## src/rtl/emio_gpio_debounce.sv

```systemverilog
// emio_gpio_debounce: synchronizes and debounces slow board inputs, emits
// one-cycle rise/fall pulses and software-clearable sticky change flags.
// Ports:
//   clk            - single clock, rising edge
//   rstn           - asynchronous active-low reset
//   raw_in         - asynchronous raw pins
//   clr_req        - sticky-clear request (rising edge clears), synchronous to clk
//   db_out         - debounced level
//   rise_pulse     - one-cycle pulse when a db_out bit goes 0->1
//   fall_pulse     - one-cycle pulse when a db_out bit goes 1->0
//   changed_sticky - set on any accepted edge, held until cleared
//   irq            - OR of changed_sticky
module emio_gpio_debounce #(
    parameter int unsigned WIDTH           = 2,
    parameter int unsigned SYNC_STAGES     = 2,
    parameter int unsigned DEBOUNCE_CYCLES = 1000000
) (
    input  logic             clk,
    input  logic             rstn,
    input  logic [WIDTH-1:0] raw_in,
    input  logic             clr_req,
    output logic [WIDTH-1:0] db_out,
    output logic [WIDTH-1:0] rise_pulse,
    output logic [WIDTH-1:0] fall_pulse,
    output logic [WIDTH-1:0] changed_sticky,
    output logic             irq
);

    localparam int unsigned CNT_W = (DEBOUNCE_CYCLES > 1) ? $clog2(DEBOUNCE_CYCLES) : 1;
    localparam logic [CNT_W-1:0] CNT_MAX = CNT_W'(DEBOUNCE_CYCLES - 1);

    logic [WIDTH-1:0] sync_q [SYNC_STAGES];
    logic [WIDTH-1:0] s;
    logic [CNT_W-1:0] cnt_q  [WIDTH];
    logic [CNT_W-1:0] cnt_d  [WIDTH];
    logic [WIDTH-1:0] db_d;
    logic [WIDTH-1:0] rise_d;
    logic [WIDTH-1:0] fall_d;
    logic [WIDTH-1:0] sticky_d;
    logic             clr_d;
    logic             clr_rise;

    // Synchronizer chain; s is the only consumer of raw_in.
    always_ff @(posedge clk or negedge rstn) begin
        if (!rstn) begin
            for (int unsigned k = 0; k < SYNC_STAGES; k++) begin
                sync_q[k] <= '0;
            end
        end else begin
            sync_q[0] <= raw_in;
            for (int unsigned k = 1; k < SYNC_STAGES; k++) begin
                sync_q[k] <= sync_q[k-1];
            end
        end
    end

    assign s        = sync_q[SYNC_STAGES-1];
    assign clr_rise = clr_req & ~clr_d;

    // Per-bit debounce counters, edge pulses and sticky flags (next state).
    always_comb begin
        db_d     = db_out;
        rise_d   = '0;
        fall_d   = '0;
        sticky_d = changed_sticky;
        for (int unsigned i = 0; i < WIDTH; i++) begin
            cnt_d[i] = '0;
            if (s[i] != db_out[i]) begin
                if (cnt_q[i] == CNT_MAX) begin
                    db_d[i]   = s[i];
                    rise_d[i] = s[i];
                    fall_d[i] = ~s[i];
                end else begin
                    cnt_d[i] = cnt_q[i] + CNT_W'(1);
                end
            end
            // A registered pulse sets the flag and outranks a same-cycle clear.
            if (rise_pulse[i] | fall_pulse[i]) begin
                sticky_d[i] = 1'b1;
            end else if (clr_rise) begin
                sticky_d[i] = 1'b0;
            end
        end
    end

    // State register.
    always_ff @(posedge clk or negedge rstn) begin
        if (!rstn) begin
            for (int unsigned i = 0; i < WIDTH; i++) begin
                cnt_q[i] <= '0;
            end
            db_out         <= '0;
            rise_pulse     <= '0;
            fall_pulse     <= '0;
            changed_sticky <= '0;
            clr_d          <= 1'b0;
        end else begin
            for (int unsigned i = 0; i < WIDTH; i++) begin
                cnt_q[i] <= cnt_d[i];
            end
            db_out         <= db_d;
            rise_pulse     <= rise_d;
            fall_pulse     <= fall_d;
            changed_sticky <= sticky_d;
            clr_d          <= clr_req;
        end
    end

    // Pure OR of flops, so no combinational hazard from inputs.
    assign irq = |changed_sticky;

endmodule

```

## config.mk

```make
export PLATFORM = sky130hd
export DESIGN_NAME = emio_gpio_debounce
export DESIGN_NICKNAME = d
export VERILOG_FILES = /design/src/rtl/emio_gpio_debounce.sv
export SDC_FILE = /design/constraint.sdc
export NUM_CORES = 1
export LEC_CHECK = 0
export ABC_CLOCK_PERIOD_IN_PS = 1970
export BUFFER_PORTS_ARGS = -buffer_cell sky130_fd_sc_hd__buf_2
export CAP_MARGIN = 30
export CORE_ASPECT_RATIO = 1.4
export CORE_MARGIN = 2
export CORE_UTILIZATION = 28
export CTS_CLUSTER_SIZE = 12
export DETAILED_ROUTE_END_ITERATION = 10
export PLACE_DENSITY = 0.43
export SLEW_MARGIN = 20
export SYNTH_ARGS = -nofsm -noshare
export SYNTH_HDL_FRONTEND = slang
export SYNTH_SLANG_ARGS = --single-unit
```

## constraint.sdc

```tcl
create_clock -name clk -period 1.97 [get_ports clk]
set_input_delay 0.394 -clock clk [delete_from_list [all_inputs] [get_ports clk]]
set_output_delay 0.394 -clock clk [all_outputs]
set_load 0.005 [all_outputs]
```

* Word-level counts from Yosys, hierarchy flattened
Cells that the tools add are included.
W data, S select, Z words.
** Operators by class
- Eq/ne operators :: 4
- Multiply operators :: 0
- Add/subtract/negate cells :: 2
- Divide/modulo/power cells :: 0
- $lt $le $gt $ge :: 0
- Muxes and demuxes :: 15
- Bitwise operators :: 6
- Reduce and logical (&&, ||, !) cells :: 5
- Shift-type cells :: 0
** Operator list (count)
- $mux W20 :: 4
- $add A20 B1 Y20 const B :: 2
- $eq A20 B20 Y1 const B :: 2
- $mux W1 :: 11
- $reduce_and A2 Y1 :: 2
- $reduce_bool A2 Y1 :: 2
- $not A1 Y1 :: 3
- $ne A1 B1 Y1 :: 2
- $or A1 B1 Y1 :: 2
- $reduce_or A2 Y1 :: 1
- $and A1 B1 Y1 :: 1
** Word-level totals
- Logic and storage cells :: 43
- Latch bits :: 0
- Bits in registers :: 53
- Input bits :: 5
- Memories kept :: 0
- Memory bits (read-only) :: 0
- Output and inout port bits :: 9
- Bits in writable memories :: 0

* Logic depth before layout (Yosys ltp)
Gate-level depths: netlist (run 1).
- Depth after elaboration :: 4
- Mapped depth :: 6
- Depth with buffers taken out :: 5

* Least setup slack after synthesis (run 1)
Ideal clock, no wire load.
- Path type :: flip-flop to flip-flop
- Start point :: register cnt_q[20] (netlist bit)
- End point :: register db_out[0]
- Buffers on the path :: 0
- Cell stages (with the launch flop) :: 6
- Period minus slack after synthesis :: 1807 ps
- Arrival time :: 1680 ps
- Required time :: 1842 ps
- Library setup time :: 128 ps
- Setup slack :: 163 ps
- Cell sequence :: dfrtp_1 -> ha_1 -> nand2_1 -> or2_2 -> or3_1 -> mux2_1
** On the way
- Word-level cells in the longest chain between the ends :: 2
** Ends and longest elaborated chain
- start: declaration :: RTL line 34 : logic [CNT_W-1:0] cnt_q [WIDTH];
- start signal: indexed assignment :: RTL line 99 : cnt_q[i] <= cnt_d[i];
- $eq A20 B20 Y1 :: RTL line 69 : if (cnt_q[i] == CNT_MAX) begin
- $reduce_and A2 Y1 (no line)
- end signal: assignment :: RTL line 92 : db_out <= '0;
- end signal: assignment :: RTL line 101 : db_out <= db_d;
- end: declaration :: RTL line 22 : output logic [WIDTH-1:0] db_out,
Every way passes these cells.
A chain may end at the register's enable or synchronous reset.

* Worst setup path after layout (run 1)
- Start point :: register cnt_q[36] (netlist bit)
- End point :: register db_out[0]
Same word-level chain as after synthesis.

==> run summary, run 1 <==
The power per standard cell area came out at 734 nW/um^2. The worst setup path is of the reg -> reg kind. For this run, design rule violations remaining after detail routing come to 0.

The upper clock frequency limit was 0.533 GHz. Internal power comes to 1.73 mW. The tools report the count of inserted antenna diode cells as 0. Across all setup checks in the final design, the least slack found is 0.0951 ns. The flow ran to the end, and the final reports show no timing, DRC or antenna violations.

Buffers added to address setup during post-CTS repair amount to 0. The logs give 0.0579 ns for the setup slack at placement and 0.29 ns for the clock insertion delay at the later pin of the skew report. The share of total power dissipated in the clock network is 45.3%. Yosys mapped the design onto 33 distinct sky130hd cell types. Site row count: 40.

After synthesis the netlist holds a flip-flop and latch count of 53. The maximum clock insertion buffer count was 2; the routed length per instance was 14.3 um. The floorplan step set the die width to 83.2 um. Combinational logic is responsible for 3.5% of the overall power. Once the floorplan was initialized, standard cells occupied 28.7% of the core. In this run the power spent charging and discharging nets is 0.446 mW. The share of cells above drive strength 1 came out at 20.2%. The number of nets in the layout was 269; the post-route clock period utilization was 95.2%.

VDD sags by at most 0.401 mV. In this run the tightest slew margin relative to its limit is 67.8%. Summed over all layers, the global routing overflow is 0. The mean instance size in the synthesized netlist was 10.8 sq um. Most common cell after layout, fill and taps aside: sky130_fd_sc_hd__dfrtp_1. For the pin with the worst max-slew slack, the measured transition is 0.484 ns. The die covers 9560 sq um. Once placement finished, the instance area stood at 2780 sq um. The instance count after placement with tap cells included was 360. Setup repair after global routing left no endpoint under its margin. The library cells used most frequently in the layout, excluding fill and tap cells, are sky130_fd_sc_hd__dfrtp_1, sky130_fd_sc_hd__nor2_1, sky130_fd_sc_hd__buf_4, sky130_fd_sc_hd__nand2_1. The I/O pin count came out at 14. Of the synthesized area, sequential elements account for 53.9%. In this run the tool buffered the top-level ports with 13 buffer cells.

The highest net fanout along the worst path is 5, and the proportion of synthesized flip-flops having asynchronous set or reset is 100%. The Yosys step of the flow raised 0 warnings. The hold violation total from the final report was 0; the overall global routing resource usage was 11.6%. Once layout is done, the placed cells without fillers occupy 2970 sq um.

For this run, the detailed router's first-pass iteration total came to 4. The run gives 0 as the number of pins exceeding their max-slew limit in the final report. The final cell count without fillers was 368; the clock transition at the registers of the reported paths was 0.07 ns. The clock net in this run drives a total of 53 sinks. Of the total power, the share spent switching nets is 20.5%.

The design draws 2.18 mW. At the end of routability-driven placement, the weighted congestion stood at 0.765. The remaining antenna violation count is 0, and the required arrival time at the worst endpoint is 2.14 ns.

The number of instances in the synthesized netlist was 228; the routed via count was 1774. The number of enable flip-flop cells after synthesis works out to 0. The area growth from synthesis to final layout came out at 20.7%. Final hold analysis gives a worst-case slack of 0.0576 ns. The logs give 1.27 nW for the static power due to leakage and 3.82 mm for the detailed-placement wirelength estimate. The clock buffer count from CTS is 5, and the depth of the CTS H-tree is 2. The number of antenna violations at the first check in global routing was 0. The logs give 1866 for the number of global-route vias before repair and 2.05 ns for the arrival time of data at the critical path endpoint. Once layout is complete, the utilization of the core stands at 34.7%.

Entering global routing, the biggest net connects 21 pins. After detailed routing, the number of vias per cell comes to 4.82. For this block, the routed nets add up to 5.28 mm of wire.

Setup total negative slack on the finished layout was measured at 0 ns. The tightest min-delay check is of the in -> async type. Type of element launching the critical path: a flip-flop.

The first global-routing pass estimated 8.94 mm of wire. The clock period minus worst slack works out to 1.87 ns. Commonest register cell after synthesis: sky130_fd_sc_hd__dfrtp_1. TritonCTS built the clock tree. Across the routed clock network, the largest skew measured is 0.00479 ns.

After clock tree synthesis, the flow added hold-fix buffers numbering 0. The root buffer cell was sky130_fd_sc_hd__clkbuf_16. The synthesized netlist occupies a cell area of 2460 sq um.

The number of maximum-capacitance constraint violations is 0. The worst setup path is captured at a flip-flop. Setup violations remaining at the end of the flow were counted as 0. The number of nets in the synthesized netlist is 235. In this run the standard cell core region covers 8560 sq um. The sequential share of power came out at 51.2%.

In this run, post-CTS repair resized a total of 0 instances. The first routing iteration left 31 violations. In this run the vertical extent of the chip is 115 um.
==> synth_stat cells, types with 3 or more instances <==
| cell | count | share of area (%) |
|---|---|---|
| sky130_fd_sc_hd__or4_1 | 8 | 2.4 |
| sky130_fd_sc_hd__nor4_1 | 4 | 1.0 |
| sky130_fd_sc_hd__buf_2 | 3 | 0.61 |
| sky130_fd_sc_hd__nor2_1 | 27 | 4.1 |
| sky130_fd_sc_hd__dfrtp_1 | 53 | 54 |
| sky130_fd_sc_hd__o31ai_1 | 8 | 2.4 |
| sky130_fd_sc_hd__and4_1 | 4 | 1.4 |
| sky130_fd_sc_hd__inv_1 | 5 | 0.76 |
| sky130_fd_sc_hd__o21ai_0 | 4 | 0.81 |
| sky130_fd_sc_hd__or3_1 | 8 | 2.0 |
| sky130_fd_sc_hd__a21oi_1 | 12 | 2.4 |
| sky130_fd_sc_hd__nor3b_1 | 4 | 1.2 |
| sky130_fd_sc_hd__nor3_1 | 4 | 0.81 |
| sky130_fd_sc_hd__xor2_1 | 13 | 4.6 |
| sky130_fd_sc_hd__nand3_1 | 12 | 2.4 |
| sky130_fd_sc_hd__xnor2_1 | 13 | 4.6 |
| sky130_fd_sc_hd__or2_2 | 4 | 1.0 |
| sky130_fd_sc_hd__nand2_1 | 16 | 2.4 |
| sky130_fd_sc_hd__nand4_1 | 4 | 1.0 |
| sky130_fd_sc_hd__and3_1 | 4 | 1.0 |
==> layout make-up <==
type | count | area (sq um)
Fill cell | 869 | 5590
Sequential cell | 53 | 1330
Multi-Input combinational cell | 166 | 1110
Timing Repair Buffer | 31 | 213
Tap cell | 105 | 131
Clock buffer | 6 | 129
Clock inverter | 2 | 38.8
Inverter | 5 | 18.8
==> state kept, by name (all words and copies together) (netlist names) <==
register / flops
s: 2
db_out: 2
cnt_q: 40
changed_sticky: 2
sync_q: 2
clr_d: 1
rise_pulse: 2
fall_pulse: 2
==> critical path, cell delays in order, from the launching register on <==
cell and delay [ns]:
sky130_fd_sc_hd__dfrtp_1 0.39, sky130_fd_sc_hd__nand3_1 0.13, sky130_fd_sc_hd__or4b_4 0.56, sky130_fd_sc_hd__or3_4 0.37
sky130_fd_sc_hd__mux2_1 0.31
==> metal layers <==
layer / GRT usage (%) / vias to the layer above / wire [um]
met5: 0 / - / 0
met4: 3.61 / 0 / 70
met3: 1.94 / 6 / 81
met2: 23.0 / 12 / 3020
met1: 12.6 / 873 / 2110
li1: - / 883 / -
==> kinds of logic after synthesis <==
kind of cell / count (synthesis) / share of synthesized area [%]
AO/OA/AOI/OAI: 28 / 8.40
XOR/XNOR: 26 / 9.26
adder cells (fa/ha/maj): 2 / 1.02
buffers and inverters: 9 / 1.58
flip-flops: 53 / 53.9
multiplexers: 2 / 0.916
AND/OR/NAND/NOR: 108 / 24.9
==> power by group through the flow <==
| stage | Clock (mW) | Sequential (mW) | Combinational [mW] |
|---|---|---|---|
| after detailed placement | 0 | 1.14 | 0.0787 |
| final | 0.987 | 1.12 | 0.0753 |
| after floorplan | 0 | 1.13 | 0.0311 |
| after global routing | 1.06 | 1.12 | 0.0874 |
| after CTS | 1.03 | 1.12 | 0.0795 |
| after global placement | 0 | 1.14 | 0.0800 |
==> worst paths after layout <==
check | depth (start not counted) | from | endpoint | slack [ns]
min reg2reg | 0 | sync_q[2] | s[0] | 0.35
min in group clk | 1 | raw_in[0] | sync_q[2] | 0.21
max in group asynchronous | 2 | rstn | clr_d | 1.28
min | 1 | rstn | cnt_q[17] | 0.06
max | 4 | cnt_q[36] | db_out[0] | 0.1
max reg2reg | 4 | cnt_q[36] | db_out[0] | 0.1
No activity file was read; power rests on OpenSTA's default activity.
==> run 2, diff against run 1 <==
--- a/config.mk
+++ b/config.mk
@@ -14,6 +14,7 @@
 export CTS_CLUSTER_SIZE = 12
 export DETAILED_ROUTE_END_ITERATION = 10
 export PLACE_DENSITY = 0.43
+export REMOVE_ABC_BUFFERS = 1
 export SLEW_MARGIN = 20
 export SYNTH_ARGS = -nofsm -noshare
 export SYNTH_HDL_FRONTEND = slang
==> run summary, run 2 (synthesis results as in run 1) <==
The power per standard cell area works out to 729 nW/um^2 (was 734 nW/um^2). Top library cells by usage in the layout, fill and taps aside: sky130_fd_sc_hd__dfrtp_1, sky130_fd_sc_hd__nor2_1, sky130_fd_sc_hd__buf_4, sky130_fd_sc_hd__nand2_1 (unchanged). The run gives 0.29 ns (about the same) as the clock insertion delay at the later pin of the skew report.

For the hold violation total from the final report, the log shows 0 (unchanged). Detailed-placement wirelength estimate: 3.88 mm (was 3.82 mm). The clock transition at the registers of the reported paths is 0.07 ns (about the same).

The delay of the slowest critical-path stage was 0.57 ns (was 0.56 ns). The global placer's final weighted congestion was 0.772 (was 0.765); the worst slew slack as a fraction of its limit was 79.7% (was 67.8%). The cell family with the largest share of critical-path delay is simple AND/OR/NAND/NOR gates (unchanged). The logs give 275 (was 269) for the number of nets in the layout and 0.00761 ns (was 0.00479 ns) for the worst-case clock skew. The site row count was 40 (unchanged); the upper clock frequency limit was 0.528 GHz (was 0.533 GHz). Routed length per instance: 14.2 um (was 14.3 um). The tools report the depth of the CTS H-tree as 2 (unchanged). The number of global-route vias before repair was 1903 (was 1866); the number of filler instances in the final layout was 897 (was 869). For the placed instance area, the log shows 2830 sq um (was 2780 sq um). For the count of inserted antenna diode cells, the log shows 0 (unchanged).

Register with the most flip-flops: cnt_q (unchanged). The area growth from synthesis to final layout came out at 22.5% (was 20.7%). Maximum clock insertion buffer count: 2 (unchanged). Worst path cell trace: nand3_1, or4b_4, or3_4, mux2_1 (unchanged).

The number of maximum-capacitance constraint violations came out at 0 (unchanged). The run gives 13.5% (was 12.6%) as the met1 layer usage reported by global route. The worst path buffer plus inverter count was 0 (unchanged). The total clock sinks came out at 53 (unchanged). The number of antenna violations at the first check in global routing is 0 (unchanged). The overall power consumption was 2.19 mW (was 2.18 mW). The maximum number of pins on one net before global-route repair was 54 (was 21); the post-route clock period utilization was 96.1% (was 95.2%). The slowest cell on the critical path was sky130_fd_sc_hd__or4b_4 (unchanged). The remaining global-route overflow was 0 (unchanged). The type of element launching the critical path is a flip-flop (unchanged). Actual slew at the worst max-slew pin: 0.301 ns (was 0.484 ns). The logs give 0 (unchanged) for the number of setup violations in the final report and 0 (unchanged) for the remaining antenna violation count. The most common cell after layout, fill and taps aside was sky130_fd_sc_hd__dfrtp_1 (unchanged). The required arrival time at the worst endpoint is 2.14 ns (about the same). Detail-routed via count per cell: 4.85 (was 4.82).

The root buffer cell was sky130_fd_sc_hd__clkbuf_16 (unchanged). The final wirelength was 5.31 mm (was 5.28 mm). The category of the worst setup path capture point was a flip-flop (unchanged).

The violation count after the first detailed-routing iteration is 75 (was 31), and the clock period minus worst slack is 1.89 ns (was 1.87 ns). Highest net fanout along the worst path: 4 (was 5). The arrival time of data at the critical path endpoint was 2.07 ns (was 2.05 ns); the I/O pin count was 14 (unchanged).

The routed via count came out at 1814 (was 1774). The number of flip-flops under the largest register name was 40 (unchanged); the full die area was 9560 sq um (unchanged). The effective utilization at floorplan was 28.7% (unchanged); the final design area excluding fillers was 3010 sq um (was 2970 sq um).

Worst hold margin: 0.0926 ns (was 0.0576 ns). The core area came out at 8560 sq um (unchanged). The die height works out to 115 um (unchanged). The clock buffer count from CTS came out at 5 (unchanged). Count of unresolved DRC violations after routing: 0 (unchanged). The width of the die was 83.2 um (unchanged); the met3 usage was 2.15% (was 1.94%).

Setup repair after global routing left no endpoint under its margin. TritonCTS built the clock tree. The class of the most critical hold timing path is in -> async (unchanged). The number of pins exceeding their max-slew limit in the final report was 0 (unchanged). The number of optimization iterations in the first detailed-route pass came out at 4 (unchanged). The logs give 9.38 mm (was 8.94 mm) for the first-pass GRT wire length and 12.3% (was 11.6%) for the overall global routing resource usage. The most used routing layer is met2 (unchanged). Share of cells above drive strength 1: 21.9% (was 20.2%).

The flow ran to the end, and the final reports show no timing, DRC or antenna violations. The quantity of I/O buffers inserted on ports is 13 (unchanged). The logs give 0.372 mV (was 0.401 mV) for the highest ir drop seen on vdd and 23.9% (was 23.0%) for the met2 track demand over resource. For the final total negative setup slack, the log shows 0 ns (unchanged). The startpoint-to-endpoint class of the critical path is reg -> reg (unchanged). The static power due to leakage came out at 1.30 nW (was 1.27 nW).
run 2: changes by cell type in the layout (fill, tap and decap cells not counted), sizes merged:
cell / change
inv: +1
buf: +6
clkbuf: -1
run 2: metal layers:
metal  vias to the layer above  wire [um]  part of all wire [%]
li1                        903          -                     -
met1                       896       2180                    41
met2                        10       2990                    56
met3                         5         72                   1.4
met4                         0         65                   1.2
met5                         -          0                     0
run 2: layout make-up:
cell class	instances	area [sq um]	area share [%]
inverter	5	18.8	0.623
multi-input combinational	166	1110	36.8
sequential	53	1330	44.0
clock buffer	5	125	4.15
timing repair buffer	37	258	8.56
tap	105	131	4.36
clock inverter	3	43.8	1.45
run 2: timing repair:
| item | 4_1_cts | 5_1_grt |
|---|---|---|
| gates resized for setup | 0 | 3 |
| endpoints found under the setup margin | 0 | 2 |
| buffers inserted | 0 | 0 |
| hold buffers | 0 | 0 |
run 2: final timing paths:
check | to | start | depth (start not counted) | slack, ns
max | db_out[0] | cnt_q[37] | 4 | 0.08
min | cnt_q[6] | rstn | 2 | 0.09
max reg2reg | db_out[0] | cnt_q[37] | 4 | 0.08
min reg2reg | s[0] | sync_q[2] | 0 | 0.35
max in group asynchronous | cnt_q[37] | rstn | 2 | 1.62
min in group clk | sync_q[2] | raw_in[0] | 1 | 0.21
run 2: per-stage QoR:
| stage | setup WS, ns | instances | util, % |
|---|---|---|---|
| global placement | 0.0816 | 366 | 33.0 |
| floorplan | 0.163 | 224 | - |
| detailed placement | 0.0238 | 366 | 33.0 |
| CTS | 0.0269 | 374 | 35.0 |
| finish | 0.0767 | 374 | 35.2 |
| global route | 0.00719 | 374 | 35.2 |
run 2: power by group:
group          switching (mW)  internal (mW)
combinational          0.0471         0.0269
clock                   0.402          0.602
sequential             0.0132           1.10
total                   0.462           1.73
